<file path="src/rtl/bus_pkg.sv">
// Shared definitions for the per-port bus FIFOs: packet id field and
// the push-when-full policy encoding.
package bus_pkg;

   localparam int unsigned ID_W    = 8;
   localparam int unsigned PKT_MAX = 64;

   typedef enum logic {
      OVF_DROP_NEW    = 1'b0,
      OVF_DROP_OLDEST = 1'b1
   } ovf_policy_e;

   // Packets are passed right-aligned in PKT_MAX bits; the id is the top ID_W bits of pkt_w.
   function automatic logic [ID_W-1:0] get_id(input logic [PKT_MAX-1:0] pkt,
                                             input int unsigned pkt_w);
      return ID_W'(pkt >> (pkt_w - ID_W));
   endfunction

endpackage

</file>
<file path="src/rtl/bus_port_fifo_if.sv">
// Device/bus handshake bundle of one bus port FIFO.
interface bus_port_fifo_if #(
   parameter int pckg_sz = 16,
   parameter int depth   = 8
);
   localparam int CNT_W = $clog2(depth + 1);

   logic               push;
   logic [pckg_sz-1:0] D_push;
   logic               pop;
   logic [pckg_sz-1:0] D_pop;
   logic               pndng;
   logic               full;
   logic [CNT_W-1:0]   count;
   logic               ovf;
   logic               udf;
   logic               bad_id;
   logic               clr_flags;
   logic               ovf_sticky;
   logic               udf_sticky;

   modport slave (
      input  push, D_push, pop, clr_flags,
      output D_pop, pndng, full, count, ovf, udf, bad_id, ovf_sticky, udf_sticky
   );

   modport master (
      output push, D_push, pop, clr_flags,
      input  D_pop, pndng, full, count, ovf, udf, bad_id, ovf_sticky, udf_sticky
   );
endinterface

</file>
<file path="src/rtl/bus_fifo_mem.sv">
// Simple dual-port register array: one synchronous write port, one
// asynchronous read port. Contents are intentionally not reset.
module bus_fifo_mem #(
   parameter int DATA_W = 16,
   parameter int DEPTH  = 8,
   parameter int ADDR_W = $clog2(DEPTH)
) (
   input  logic              clk,
   input  logic              i_we,
   input  logic [ADDR_W-1:0] i_waddr,
   input  logic [DATA_W-1:0] i_wdata,
   input  logic [ADDR_W-1:0] i_raddr,
   output logic [DATA_W-1:0] o_rdata
);
   logic [DATA_W-1:0] r_mem [DEPTH];

   // Write port
   always_ff @(posedge clk) begin
      if (i_we) begin
         r_mem[i_waddr] <= i_wdata;
      end
   end

   assign o_rdata = r_mem[i_raddr];
endmodule

</file>
<file path="src/rtl/bus_port_fifo.sv">
// Per-device source FIFO in front of the shared bus: first-word
// fall-through head, occupancy tracking, overflow/underflow/id events.
module bus_port_fifo
   import bus_pkg::*;
#(
   parameter int pckg_sz     = 16,
   parameter int depth       = 8,
   parameter int DROP_OLDEST = 1,
   parameter int drvrs       = 4
) (
   input logic            clk,
   input logic            reset,
   bus_port_fifo_if.slave bus
);
   localparam int PTR_W = $clog2(depth);
   localparam int CNT_W = $clog2(depth + 1);
   localparam ovf_policy_e POLICY = (DROP_OLDEST != 0) ? OVF_DROP_OLDEST : OVF_DROP_NEW;

   logic [PTR_W-1:0]   r_wr_ptr, r_rd_ptr;
   logic [CNT_W-1:0]   r_count;
   logic               r_ovf, r_udf, r_bad_id;
   logic               r_ovf_sticky, r_udf_sticky;

   logic               w_empty, w_full;
   logic               w_wr_en, w_rd_adv;
   logic               w_ovf, w_udf, w_bad_id;
   logic [CNT_W-1:0]   w_count_nxt;
   logic [pckg_sz-1:0] w_rd_data;

   assign w_empty = (r_count == {CNT_W{1'b0}});
   assign w_full  = (r_count == CNT_W'(depth));

   // Per-edge push/pop decision; an empty FIFO never bypasses push data to pop.
   always_comb begin
      w_wr_en     = 1'b0;
      w_rd_adv    = 1'b0;
      w_ovf       = 1'b0;
      w_udf       = 1'b0;
      w_count_nxt = r_count;
      case ({bus.push, bus.pop})
         2'b10: begin
            if (!w_full) begin
               w_wr_en     = 1'b1;
               w_count_nxt = r_count + CNT_W'(1);
            end else if (POLICY == OVF_DROP_OLDEST) begin
               w_wr_en  = 1'b1;
               w_rd_adv = 1'b1;
               w_ovf    = 1'b1;
            end else begin
               w_ovf = 1'b1;
            end
         end
         2'b01: begin
            if (!w_empty) begin
               w_rd_adv    = 1'b1;
               w_count_nxt = r_count - CNT_W'(1);
            end else begin
               w_udf = 1'b1;
            end
         end
         2'b11: begin
            if (!w_empty) begin
               w_wr_en  = 1'b1;
               w_rd_adv = 1'b1;
            end else begin
               w_wr_en     = 1'b1;
               w_udf       = 1'b1;
               w_count_nxt = r_count + CNT_W'(1);
            end
         end
         default: begin
            w_wr_en = 1'b0;
         end
      endcase
   end

   assign w_bad_id = w_wr_en &&
                     (32'(get_id(PKT_MAX'(bus.D_push), pckg_sz)) >= 32'(drvrs));

   // Pointers, occupancy, event pulses and sticky flags (set wins over clear)
   always_ff @(posedge clk or negedge reset) begin
      if (!reset) begin
         r_wr_ptr     <= {PTR_W{1'b0}};
         r_rd_ptr     <= {PTR_W{1'b0}};
         r_count      <= {CNT_W{1'b0}};
         r_ovf        <= 1'b0;
         r_udf        <= 1'b0;
         r_bad_id     <= 1'b0;
         r_ovf_sticky <= 1'b0;
         r_udf_sticky <= 1'b0;
      end else begin
         if (w_wr_en) begin
            r_wr_ptr <= r_wr_ptr + PTR_W'(1);
         end
         if (w_rd_adv) begin
            r_rd_ptr <= r_rd_ptr + PTR_W'(1);
         end
         r_count      <= w_count_nxt;
         r_ovf        <= w_ovf;
         r_udf        <= w_udf;
         r_bad_id     <= w_bad_id;
         r_ovf_sticky <= w_ovf | (r_ovf_sticky & ~bus.clr_flags);
         r_udf_sticky <= w_udf | (r_udf_sticky & ~bus.clr_flags);
      end
   end

   bus_fifo_mem #(
      .DATA_W (pckg_sz),
      .DEPTH  (depth)
   ) u_mem (
      .clk     (clk),
      .i_we    (w_wr_en),
      .i_waddr (r_wr_ptr),
      .i_wdata (bus.D_push),
      .i_raddr (r_rd_ptr),
      .o_rdata (w_rd_data)
   );

   assign bus.D_pop      = w_empty ? {pckg_sz{1'b0}} : w_rd_data;
   assign bus.pndng      = ~w_empty;
   assign bus.full       = w_full;
   assign bus.count      = r_count;
   assign bus.ovf        = r_ovf;
   assign bus.udf        = r_udf;
   assign bus.bad_id     = r_bad_id;
   assign bus.ovf_sticky = r_ovf_sticky;
   assign bus.udf_sticky = r_udf_sticky;
endmodule

</file>
<file path="src/flat_wrapper.sv">
// flat-port wrapper written by rule: the top's interface ports become plain ports
module bus_port_fifo_flat import bus_pkg::*;
#(
   parameter int pckg_sz     = 16,
   parameter int depth       = 8,
   parameter int DROP_OLDEST = 1,
   parameter int drvrs       = 4
)
  (clk, reset, bus_push, bus_D_push, bus_pop, bus_clr_flags, bus_D_pop, bus_pndng, bus_full, bus_count, bus_ovf, bus_udf, bus_bad_id, bus_ovf_sticky, bus_udf_sticky);
  bus_port_fifo_if #(.pckg_sz(pckg_sz), .depth(depth)) bus_i ();
  input logic clk;
  input logic reset;
  input wire logic [$bits(bus_i.push)-1:0] bus_push;
  input wire logic [$bits(bus_i.D_push)-1:0] bus_D_push;
  input wire logic [$bits(bus_i.pop)-1:0] bus_pop;
  input wire logic [$bits(bus_i.clr_flags)-1:0] bus_clr_flags;
  output wire logic [$bits(bus_i.D_pop)-1:0] bus_D_pop;
  output wire logic [$bits(bus_i.pndng)-1:0] bus_pndng;
  output wire logic [$bits(bus_i.full)-1:0] bus_full;
  output wire logic [$bits(bus_i.count)-1:0] bus_count;
  output wire logic [$bits(bus_i.ovf)-1:0] bus_ovf;
  output wire logic [$bits(bus_i.udf)-1:0] bus_udf;
  output wire logic [$bits(bus_i.bad_id)-1:0] bus_bad_id;
  output wire logic [$bits(bus_i.ovf_sticky)-1:0] bus_ovf_sticky;
  output wire logic [$bits(bus_i.udf_sticky)-1:0] bus_udf_sticky;
  assign bus_i.push = bus_push;
  assign bus_i.D_push = bus_D_push;
  assign bus_i.pop = bus_pop;
  assign bus_i.clr_flags = bus_clr_flags;
  assign bus_D_pop = bus_i.D_pop;
  assign bus_pndng = bus_i.pndng;
  assign bus_full = bus_i.full;
  assign bus_count = bus_i.count;
  assign bus_ovf = bus_i.ovf;
  assign bus_udf = bus_i.udf;
  assign bus_bad_id = bus_i.bad_id;
  assign bus_ovf_sticky = bus_i.ovf_sticky;
  assign bus_udf_sticky = bus_i.udf_sticky;
  bus_port_fifo #(.pckg_sz(pckg_sz), .depth(depth), .DROP_OLDEST(DROP_OLDEST), .drvrs(drvrs)) u_core (.clk(clk), .reset(reset), .bus(bus_i));
endmodule
</file>
<file path="config.mk">
export PLATFORM = sky130hd
export DESIGN_NAME = bus_port_fifo_flat
export DESIGN_NICKNAME = d
export VERILOG_FILES = /design/src/rtl/bus_pkg.sv /design/src/rtl/bus_port_fifo_if.sv /design/src/rtl/bus_fifo_mem.sv /design/src/rtl/bus_port_fifo.sv /design/src/flat_wrapper.sv
export SDC_FILE = /design/constraint.sdc
export NUM_CORES = 1
export LEC_CHECK = 0
export ABC_AREA = 1
export BUFFER_PORTS_ARGS = -buffer_cell sky130_fd_sc_hd__buf_4
export CORE_MARGIN = 8
export CORE_UTILIZATION = 53
export CTS_BUF_LIST = sky130_fd_sc_hd__clkbuf_4 sky130_fd_sc_hd__clkbuf_8 sky130_fd_sc_hd__clkbuf_16
export CTS_CLUSTER_DIAMETER = 200
export CTS_CLUSTER_SIZE = 28
export DETAILED_ROUTE_END_ITERATION = 12
export PLACE_DENSITY = 0.79
export SYNTH_ARGS = -nofsm -noshare
export SYNTH_HDL_FRONTEND = slang
export SYNTH_SLANG_ARGS = --single-unit
</file>
<file path="constraint.sdc">
create_clock -name clk -period 1.75 [get_ports clk]
set_input_delay 0.35 -clock clk [delete_from_list [all_inputs] [get_ports clk]]
set_output_delay 0.35 -clock clk [all_outputs]
set_load 0.005 [all_outputs]
</file>
* Word-level counts from Yosys, hierarchy flattened
Memory sizes are Yosys's and may differ from the RTL's.
Cells that the tools add are included.
** Cells by class
- Add/subtract/negate cells :: 4
- Reduce and logical (&&, ||, !) cells :: 6
- Order comparisons :: 1
- Equal/unequal tests :: 7
- Mux-type cells :: 14
- Bitwise operators :: 6
** Operators by type and width (count)
- $mux 16 :: 1
- $mux 4 :: 3
- $pmux 4 s3 :: 1
- $ge 8x3->1 const B :: 1
- $mux 1 :: 8
- $add 3x1->3 const B :: 2
- $add 4x1->4 const B :: 1
- $eq 2x2->1 const B :: 2
- $eq 4x4->1 const B :: 1
- $logic_not 4->1 :: 1
- $ne 2x2->1 const B :: 2
- $reduce_and 4->1 :: 1
- $reduce_or 2->1 :: 2
- $sub 4x1->4 const B :: 1
- $reduce_bool 3->1 :: 1
- $and 1x1->1 :: 2
- $eq 2x1->1 const B :: 1
- $ne 2x1->1 const B :: 1
- $not 1->1 :: 2
- $or 1x1->1 :: 2
- $pmux 1 s2 :: 1
- $logic_and 1x1->1 :: 1
** Word-level totals
- Word-level logic and storage cells :: 47
- Memories kept :: 1
- Output and inout port bits :: 27
- Bits in registers :: 15
- Bits in writable memories :: 128
** Memories
- u_core.u_mem.r_mem :: words 8, bits a word 16, rd ports 1, clocked after memory_dff 0, write ports 1, line bus_fifo_mem.sv:15 : logic [DATA_W-1:0] r_mem [DEPTH];

* Longest topological paths before layout
- Depth after elaboration :: 5
- Mapped depth :: 12
- Mapped depth without buffers :: 11

* By module
From an unflattened synthesis, not the netlist that was laid out.
** Unflattened totals
- Cells, all modules :: 696
- Area total of the unflattened synthesis :: 6615.1 um^2
** By module, submodules not included
- bus_fifo_mem :: area an instance 5669.2 um^2, times used 1, cells each 571, seq. area each 3843.7 um^2
- bus_port_fifo :: area an instance 945.9 um^2, times used 1, cells each 125, seq. area each 375.4 um^2

* Least setup slack after synthesis
OpenSTA, ideal clock, no wires.
- Path type :: input -> register
- Start :: input port bus_push
- End :: memory u_core.u_mem.r_mem[0][0] (enable)
- Data required time :: 1.362 ns
- Slack :: -0.184 ns
- Data arrival time :: 1.546 ns
- Stages on the path :: 4
- Buffers on the path :: 1
- Path through :: buf_4 inv_2 or2_2 nor2_1
** Between the ends
- Cells in the longest elaborated chain, start to end :: 5
** Ends and longest elaborated chain
- start, declared :: line flat_wrapper.sv:13 : input wire logic [$bits(bus_i.push)-1:0] bus_push;
- $eq 2x2->1 :: line bus_port_fifo.sv:40 : case ({bus.push, bus.pop})
- $reduce_or 2->1 (no line) *
- $mux 1 *
- $mux 1 * :: line bus_fifo_mem.sv:19 : if (i_we) begin
- $mux 1 (implied by the code) * :: line bus_fifo_mem.sv:20 : r_mem[i_waddr] <= i_wdata;
- end, declared :: line bus_fifo_mem.sv:15
Mark *: on every way between the ends. The rest lies on a longest branch, timed or not.

* Worst setup path after layout
- Start :: register u_core.r_rd_ptr[0]
- End :: output port bus_D_pop[11]
** Between the ends
- Cells in the longest elaborated chain, start to end :: 2
** Ends and longest elaborated chain
- start, declared :: line bus_port_fifo.sv:19 : logic [PTR_W-1:0] r_wr_ptr, r_rd_ptr;
- start signal, assigned :: line bus_port_fifo.sv:84 : r_rd_ptr <= {PTR_W{1'b0}};
- start signal, assigned :: line bus_port_fifo.sv:96 : r_rd_ptr <= r_rd_ptr + PTR_W'(1);
- $mem_v2 8x16
- $mux 16 :: line bus_port_fifo.sv:119 : assign bus.D_pop = w_empty ? {pckg_sz{1'b0}} : w_rd_data;
- end, declared :: line flat_wrapper.sv:17 : output wire logic [$bits(bus_i.D_pop)-1:0] bus_D_pop;
No other way between the ends.

==> flow_summary.json <==
{
  "synthTopCellsByCount": "142 x nor2_1, 128 x edfxtp_1, 70 x o21ai_1, 48 x o21ai_0, 28 x nand2_1",
  "place_ws_ns": 0.0406,
  "min_period_over_period_pct": 129,
  "crit_fanout": 38,
  "wl_met2_um": 6810,
  "area_growth_pct": 21.9,
  "synth_edf_count": 128,
  "syn_inst": 501,
  "pin_count": 48,
  "power.density_nw_per_um2": 1740,
  "synth.avg_cell_area_um2": 11.7,
  "required_ns": 1.40,
  "clk_latency_ns": 0.52,
  "path_class": "reg -> out",
  "die_h_um": 121,
  "synthesis.area_um2": 5870,
  "finalHoldViolCount": 0,
  "die_area_um2": 14700,
  "antenna_found_initial": 0,
  "ys_types": 24,
  "grt_setup_unrepaired": "yes",
  "worstPathArrival_ns": 1.91,
  "htree_levels": 4,
  "maxUsedRoutingLayer": "met4",
  "maxSlewHeadroom_pct": 76.0,
  "leakage_nw": 2.69,
  "cts_sinks": 143,
  "routedWlPerCell_um": 17.9,
  "die_w_um": 121,
  "violations": "setup timing",
  "synth_nets": 525,
  "ir_drop_v": 0.00104,
  "vias_per_cell": 5.52,
  "clk_pin_slew_ns": 0.06,
  "fin_skew_ns": 0.00574,
  "final_area_um2": 7150,
  "post_layout_nonfiller_instances": 727,
  "grt_pass1_wl_um": 20400,
  "seq_area_frac_synth_pct": 71.9,
  "drive_gt1_share_pct": 21.1,
  "num_vias": 4011,
  "cts_tree": "done",
  "place_congestion": 0.841,
  "setup_violations": 17,
  "root_buffer": "clkbuf_8",
  "drt-met1-wl_um": 5040,
  "drv_slew": 0,
  "hold_class": "in -> reg",
  "synth_most_common_cell": "nor2_1",
  "fin_ws_ns": -0.514,
  "max_freq_ghz": 0.442,
  "n_antenna_cell": 0,
  "yosys_register_bits": 143,
  "synth_top_cell_area_share_pct": 65.5,
  "ant_nets": 0,
  "initial_core_util_pct": 54.1,
  "drv_cap": 0,
  "tns_ns": -6.91,
  "totalWireLength_um": 13000,
  "overflow": 0,
  "hold_ws_ns": 0.0291,
  "drt_pass1_iterations": 6,
  "yosys_most_used_dff": "edfxtp_1",
  "wl_met3_um": 917,
  "grt_max_degree": 39,
  "fillers": 741,
  "placed_cells": 692,
  "cp-start-kind": "flip-flop",
  "cp-end-kind": "primary output",
  "outcome": "finished with violations",
  "nets": 598,
  "ys_top_cells_by_area": "edfxtp_1 66%, nor2_1 9.1%, dfrtp_1 6.4%",
  "core_area_um2": 10800,
  "ys_warn_count": 0,
  "cts_buffers": 17,
  "worstMarginPinSlew_ns": 0.356,
  "async_flop_share_pct": 10.5,
  "post-dp-hpwl_um": 7920,
  "num_rows": 38,
  "track_usage_pct": 18.2,
  "drt_iter0_drc": 441,
  "grt_pass1_vias": 4117,
  "place_area_um2": 6520,
  "fin_crit_ns": 2.26,
  "yosys.area.top_type": "edfxtp_1",
  "clockBufferDepth": 2,
  "portBuffers": 47,
  "drc": 0
}
-- path summary, 6_finish.rpt --
check / from / end / slack (ns) / depth (start not counted)
hold reg to reg: u_core.bus.udf_sticky$_DFF_PN0_ / u_core.bus.udf_sticky$_DFF_PN0_ / 0.53 / 2
setup / recovery: u_core.r_rd_ptr[0]$_DFFE_PN0P_ / bus_D_pop[11] / -0.51 / 8
hold / removal: bus_clr_flags / u_core.bus.ovf_sticky$_DFF_PN0_ / 0.03 / 2
setup reg to reg: u_core.r_wr_ptr[0]$_DFFE_PN0P_ / u_core.u_mem.r_mem[6][14]$_DFFE_PP_ / 0.14 / 3
min in group asynchronous: reset / u_core.bus.count[1]$_DFFE_PN0P_ / 0.22 / 2
max in group asynchronous: reset / u_core.r_rd_ptr[0]$_DFFE_PN0P_ / 1.34 / 2
-- cell families (layout without fill, tap and decap cells) --
kind of cell    count (synthesis)  in the layout  share of synthesized area (%)
flops                         143            143                           71.9
xor+xnor                        6              6                          0.896
simple gates                  183            183                           12.2
fa+ha+maj                       3              3                          0.640
buf+inv                        46            132                           4.03
compound gates                120            120                           10.3
-- worst max-delay path, stage by stage, from the launching register on --
cell	delay [ns]
dfrtp_2	0.42
buf_12	0.22
nor2_1	0.08
nor2_1	0.11
o21ai_1	0.09
o21ai_1	0.09
nor2_1	0.05
nor2_1	0.19
buf_4	0.15
-- cells in the final DEF, fill, tap and decap left out, drive strengths merged, types with 2 or more instances in the layout --
| master | instances |
|---|---|
| nor2 | 143 |
| edfxtp | 128 |
| o21ai | 118 |
| buf | 79 |
| nand2 | 29 |
| inv | 25 |
| clkbuf | 18 |
| dfrtp | 15 |
| nand3 | 9 |
| xor2 | 5 |
| clkinv | 4 |
| ha | 3 |
| clkinvlp | 3 |
| bufinv | 2 |
-- timing repair --
item                       in CTS  in global routing
setup endpoints to repair      17                 18
hold buffers                    1                  0
resized for setup               8                  3
pin swaps                       2                  2
hold endpoints to repair       15                  0
setup buffers                   0                  2
-- where the power goes --
| group | leakage, nW | switching, mW | internal, mW |
|---|---|---|---|
| registers | 1.35 | 0.205 | 4.18 |
| logic | 1.07 | 2.68 | 1.89 |
| clock network | 0.276 | 1.40 | 2.06 |
-- per-stage QoR --
step	utilization [%]	total power, mW
2_1_floorplan	-	7.06
3_3_place_gp	60.2	8.68
3_5_place_dp	60.2	8.86
4_1_cts	65.8	12.4
5_1_grt	66.0	13.1
6_report	66.0	12.4
-- routing by layer --
| layer | up-vias | global-route usage [%] |
|---|---|---|
| met3 | 29 | 3.77 |
| met2 | 179 | 31.7 |
| met1 | 1910 | 21.1 |
| li1 | 1893 | - |
| met5 | - | 0 |
| met4 | 0 | 8.56 |
-- final cells by class --
cell class	count	area (µm²)	share of cell area [%]
clock inverters	14	155	2.17
multi-input cells	312	1430	20.0
flip-flops and latches	143	4220	59.0
repair buffers	80	673	9.41
clock buffers	18	422	5.89
well taps	140	175	2.45
inverters	20	75.1	1.05
-- sequential cells by signal, indices dropped and copies added (netlist names) --
register,count
u_core.bus.ovf_sticky,1
u_core.bus.bad_id,1
u_core.u_mem.r_mem,128
u_core.r_wr_ptr,3
u_core.bus.count,4
u_core.bus.udf_sticky,1
u_core.bus.ovf,1
u_core.bus.udf,1
u_core.r_rd_ptr,3
Note: power is estimated with default switching activity, not from simulation.
